[config.mk]
export PLATFORM = sky130hd
export DESIGN_NAME = serial_adder
export DESIGN_NICKNAME = d
export VERILOG_FILES = /design/src/rtl/serial_adder.sv
export SDC_FILE = /design/constraint.sdc
export NUM_CORES = 1
export LEC_CHECK = 0
export BUFFER_PORTS_ARGS = -buffer_cell sky130_fd_sc_hd__buf_2
export CAP_MARGIN = 20
export CORE_ASPECT_RATIO = 0.9
export CORE_MARGIN = 1.5
export CORE_UTILIZATION = 54
export CTS_CLUSTER_DIAMETER = 50
export DETAILED_ROUTE_END_ITERATION = 7
export PLACE_DENSITY = 0.75
export SYNTH_ARGS = -nofsm -noshare
export SYNTH_HDL_FRONTEND = slang
export SYNTH_HIERARCHICAL = 1
export SYNTH_SLANG_ARGS = --single-unit
[constraint.sdc]
create_clock -name clk -period 2.5 [get_ports clk]
set_input_delay 0.125 -clock clk [delete_from_list [all_inputs] [get_ports clk]]
set_output_delay 0.125 -clock clk [all_outputs]
set_load 0.01 [all_outputs]
[src/rtl/serial_adder.sv]
// Bit-serial WIDTH-bit adder: one full-adder cell plus a carry flop, LSB first.
// Operands are captured on an accepted start; done strobes for one cycle when Sum/Cout land.

module serial_adder_fa (
    input  logic a,
    input  logic b,
    input  logic ci,
    output logic s,
    output logic co
);
    assign s  = a ^ b ^ ci;
    assign co = (a & b) | (a & ci) | (b & ci);
endmodule

module serial_adder #(
    parameter int WIDTH = 8
) (
    input  logic             clk,
    input  logic             rst,
    input  logic             start,
    input  logic [WIDTH-1:0] A,
    input  logic [WIDTH-1:0] B,
    output logic             busy,
    output logic             done,
    output logic [WIDTH-1:0] Sum,
    output logic             Cout
);
    localparam int CW = $clog2(WIDTH) + 1;
    localparam logic [CW-1:0] LAST = CW'(WIDTH - 1);

    typedef enum logic [1:0] {IDLE, RUN, DONE} state_t;

    state_t           state, state_nx;
    logic [WIDTH-1:0] a_sr, b_sr, part;
    logic             carry;
    logic [CW-1:0]    count;
    logic             s, co;
    logic             load, last;

    serial_adder_fa u_fa (
        .a  (a_sr[0]),
        .b  (b_sr[0]),
        .ci (carry),
        .s  (s),
        .co (co)
    );

    // start is only honoured outside RUN, so mid-operation pulses are dropped
    assign load = (state != RUN) && start;
    assign last = (state == RUN) && (count == LAST);

    always_ff @(posedge clk) begin
        if (rst) state <= IDLE;
        else     state <= state_nx;
    end

    always_comb begin
        state_nx = state;
        case (state)
            IDLE:    if (start) state_nx = RUN;
            RUN:     if (last)  state_nx = DONE;
            DONE:    state_nx = start ? RUN : IDLE;
            default: state_nx = IDLE;
        endcase
    end

    always_ff @(posedge clk) begin
        if (rst) begin
            a_sr  <= '0;
            b_sr  <= '0;
            part  <= '0;
            carry <= 1'b0;
            count <= '0;
            Sum   <= '0;
            Cout  <= 1'b0;
        end else if (load) begin
            a_sr  <= A;
            b_sr  <= B;
            part  <= '0;
            carry <= 1'b0;
            count <= '0;
        end else if (state == RUN) begin
            a_sr  <= a_sr >> 1;
            b_sr  <= b_sr >> 1;
            part  <= {s, part[WIDTH-1:1]};
            carry <= co;
            count <= count + 1'b1;
            // outputs update only here, so they stay stable through RUN
            if (last) begin
                Sum  <= {s, part[WIDTH-1:1]};
                Cout <= co;
            end
        end
    end

    assign busy = (state == RUN);
    assign done = (state == DONE);

endmodule

* After elaboration in Yosys (flattened, before gate mapping)
Cells that the tools add are included.
Cells by class: add/subtract/negate cells 1, equal/unequal tests 6, mux-type cells 8, bitwise operators 8, reduce and logical (&&, ||, !) cells 7
Operators by type and width (count):
- $mux 8 | 4
- $pmux 2 s3 | 1
- $add 4x1->4 const B | 1
- $eq 4x3->1 const B | 1
- $mux 2 | 2
- $ne 2x1->1 const B | 2
- $and 1x1->1 | 3
- $reduce_and 3->1 | 1
- $eq 2x1->1 const B | 1
- $eq 2x2->1 const B | 1
- $logic_and 1x1->1 | 2
- $logic_not 2->1 | 1
- $ne 2x2->1 const B | 1
- $or 1x1->1 | 2
- $reduce_and 2->1 | 1
- $reduce_bool 2->1 | 1
- $reduce_or 2->1 | 1
- $xor 1x1->1 | 2
- $mux 1 | 1
- $not 1->1 | 1
Word-level totals: register bits 40, word-level logic and storage cells 38

* Depth between registers and ports, before layout
word-level depth 4, depth in mapped cells 6

* Modules after synthesis
The synthesis kept the hierarchy.
By module, submodules not included:
- serial_adder | instances 1, cells each 172, area an instance 1642.8 um^2
- serial_adder_fa | instances 1, cells each 1, area an instance 20.0 um^2

* Worst setup path before layout
No wires, ideal clock.
path kind reg-to-reg, from register count[0], to register Cout, library setup time 72 ps, data arrival time 1118 ps, data required time 2428 ps, setup slack 1310 ps, stages on the path, launching flop included 5, buffers on the path 0, clock period less this slack 1190 ps, path through dfxtp_1 > ha_1 > nand3b_1 > nor2_4 > mux2i_1
Between the ends: cells in the longest elaborated chain, start to end 3
RTL lines:
- start, declared | line 36 | logic [CW-1:0] count;
- start signal, assigned | line 87 | count <= count + 1'b1;
- $eq 4x3->1 | line 50 | assign last = (state == RUN) && (count == LAST);
- $logic_and 1x1->1 | line 50
- $reduce_and 3->1 (no source line)
- end signal, assigned | line 91 | Cout <= co;
- end, declared | line 26 | output logic Cout
Every way passes these cells. A chain may end at the register's enable or synchronous reset.

* Worst setup path after layout
from register state[0], to output port busy
Between the ends: cells in the longest elaborated chain, start to end 1
RTL lines:
- start, declared | line 33 | state_t state, state_nx;
- start signal, assigned | line 54 | else state <= state_nx;
- $eq 2x1->1 | line 96 | assign busy = (state == RUN);
- end, declared | line 23 | output logic busy,
Every way passes these cells.

==> results_dict.tcl <==
set metrics [dict create \
    max_freq_ghz 0.6087 \
    global_route.overflow_total 0 \
    synth_seq_area_share_pct 46.95 \
    path_clk_slew_ns 0.10 \
    power.leakage_uw 0.0007548 \
    io_buffer_count 29 \
    final_period_minus_worst_setup_slack_ns 1.643 \
    drtIter0Drc 38 \
    syn-instance-count 173 \
    transition_time_at_the_pin_with_the_least_slew_margin_ns 0.5396 \
    hold_wc_startpoint "B[7]" \
    cp_data_arrival_time_ns 1.52 \
    die_x_um 61.50 \
    drt-wirelength-per-cell_um 11.95 \
    outcome "finished clean" \
    pin_count 30 \
    tritoncts "yes" \
    most_frequent_cell_after_synthesis "dfxtp_1" \
    hpwl_mm 1.923 \
    critPathCaptureType "primary output" \
    tcrit_tclk_final_pct 65.71 \
    initial_utilization_pct 58.60 \
    r2r.worst_path.cells 4 \
    antenna_violating_nets_post_route 0 \
    layout-drive-gt1-share_pct 20.10 \
    syn_area_um2 1663 \
    grt_pass1_vias 1125 \
    yosys.area.top_type_share_pct 46.95 \
    rrSetupSlack_ns 0.91 \
    synthToLayoutAreaGrowth_pct 11.36 \
    cts.sink_count 39 \
    ys_async_rst_share_pct 0 \
    wl_mm 2.856 \
    synth_seq_cells 39 \
    min_path_cells 3 \
    synth_top_cells_by_area "dfxtp_1 47%, mux2i_1 15%, nand2b_1 7.1%" \
    insertedDiodeCount 0 \
    fin_worst_skew_ns 0.007293 \
    unrepaired_setup_endpoints_after_global_routing "no" \
    grt_antenna_before_repair 0 \
    timing.rr.end "Sum[3]" \
    cts_post_setup_buffers_inserted 0 \
    fin_total_pwr_uw 1140 \
    yosysWarnings 6 \
    ir_drop_uv 543.6 \
    timing.max_cap.violations 0 \
    min_delay_worst_endpoint "b_sr[7]" \
    gp_congestion 0.7113 \
    drt_drc_violations_left 0 \
    global_route_wire_length_before_repair_mm 4.830 \
    fin_setup_tns_ns 0 \
    design.core.area_um2 2838 \
    cts_buffers 5 \
    hold_path_class "in2reg" \
    cts.repair.resized 0 \
    clock_insertion_delay_worst_skew_ns 0.34 \
    crit_type "reg2out" \
    r2r-start "state[0]" \
    number_of_synthesized_flops_with_an_enable_pin 0 \
    final_design_area_no_fill_um2 1852 \
    gr-usage-all-layers_pct 18.77 \
    critPathLaunch "state[0]" \
    nets 219 \
    floorplan.die_area_um2 3422 \
    critical_path_required_ns 2.38 \
    number_of_hold_repair_buffers_added_at_the_cts_stage 0 \
    floorplan.die.height_um 55.65 \
    synth_top_area_cell "dfxtp_1" \
    clock_path_buffers 2 \
    dpl_cell_area_um2 1783 \
    slew_headroom_pct 64.03 \
    core.rowCount 18 \
    cellPowerDensity_nw_per_um2 615.6 \
    largest_net_degree_at_the_start_of_global_routing 38 \
    clk_root_buffer_cell "clkbuf_4" \
    syn_area_per_cell_um2 9.612 \
    synth.top_cells.by_count "39 x dfxtp_1, 25 x mux2i_1, 19 x nand2b_1" \
    dr.pass1.iters 4 \
    final_max_slew_viol_count 0 \
    critPathMaxFanout 14 \
    synth_fp_nets 194 \
    final_hold_viol_count 0 \
    drt-vias-per-instance 5.059 \
    setup_viol_count_final 0 \
    detailroute.via_count 1209 \
    synthDistinctLibCells 24 \
    worst_setup_path_start_kind "register" \
    synth_ff_type "dfxtp_1" \
    ctsHtreeMaxLevel 2 \
]
==> cells in the final DEF (no fill, tap or decap), types with 2 or more instances in the layout <==
master | synthesis | routed
a211oi_1 | 14 | 14
a21oi_1 | 11 | 11
buf_2 | 6 | 29
buf_4 | 1 | 2
clkbuf_4 | 0 | 5
clkbuf_8 | 0 | 2
dfxtp_1 | 39 | 39
mux2i_1 | 25 | 25
nand2_1 | 18 | 18
nand2b_1 | 19 | 19
nand3b_1 | 2 | 2
nor2_1 | 17 | 17
nor2b_1 | 2 | 2
nor3_1 | 3 | 3
==> flip-flops by register name (all words and copies together) (netlist names) <==
signal  flops
b_sr        8
Sum         8
state       2
count       4
carry       1
a_sr        8
Cout        1
part        7
==> power breakdown <==
part / internal (uW) / switching, uW
Sequential: 649 / 16.9
Clock: 166 / 188
Combinational: 53.3 / 67.9
Total: 868 / 272
==> layer usage <==
layer	wire, um	global-route usage, %
met1	1359	25.34
met2	1329	27.37
met3	139	4.884
met4	29	9.422
met5	0	0
==> how the worst max path moves through the flow <==
stage,to,slack (ns),depth (start not counted)
after CTS,busy,0.84,3
after detailed placement,Sum[3],0.94,4
after floorplan,Cout,1.31,4
after global placement,Sum[6],1.04,4
final,busy,0.86,3
after global routing,busy,0.72,3
==> worst max-delay path: stages (launching register included) <==
cell	delay (ns)
dfxtp_1	0.40
nand2b_1	0.28
inv_2	0.31
buf_2	0.18
==> logic make-up (layout without fill, tap and decap cells) <==
kind of cell | Yosys count | after routing | synth area share [%]
compound gates | 27 | 27 | 10.38
xor+xnor | 2 | 2 | 1.054
fa+ha+maj | 2 | 2 | 1.956
buf+inv | 14 | 40 | 5.643
flops | 39 | 39 | 46.95
mux | 25 | 25 | 15.05
simple gates | 64 | 64 | 18.96
==> through the flow <==
step	worst slack, ns	utilization, %	instances	hold WS [ns]
after floorplan	1.310	-	173	0.3203
after global placement	1.038	62.83	231	0.4185
after detailed placement	0.9391	62.83	231	0.4528
after CTS	0.8439	65.26	239	0.09776
after global routing	0.7241	65.26	239	0.08671
final	0.8571	65.26	239	0.1048
==> layout make-up <==
cell class,count,area (um2)
clock buffers,8,68.82
well taps,40,50.05
fillers,264,985.9
flip-flops and latches,39,780.7
inverters,1,3.754
repair buffers,31,160.2
multi-input cells,120,788.3
(Power assumes the default switching activity.)
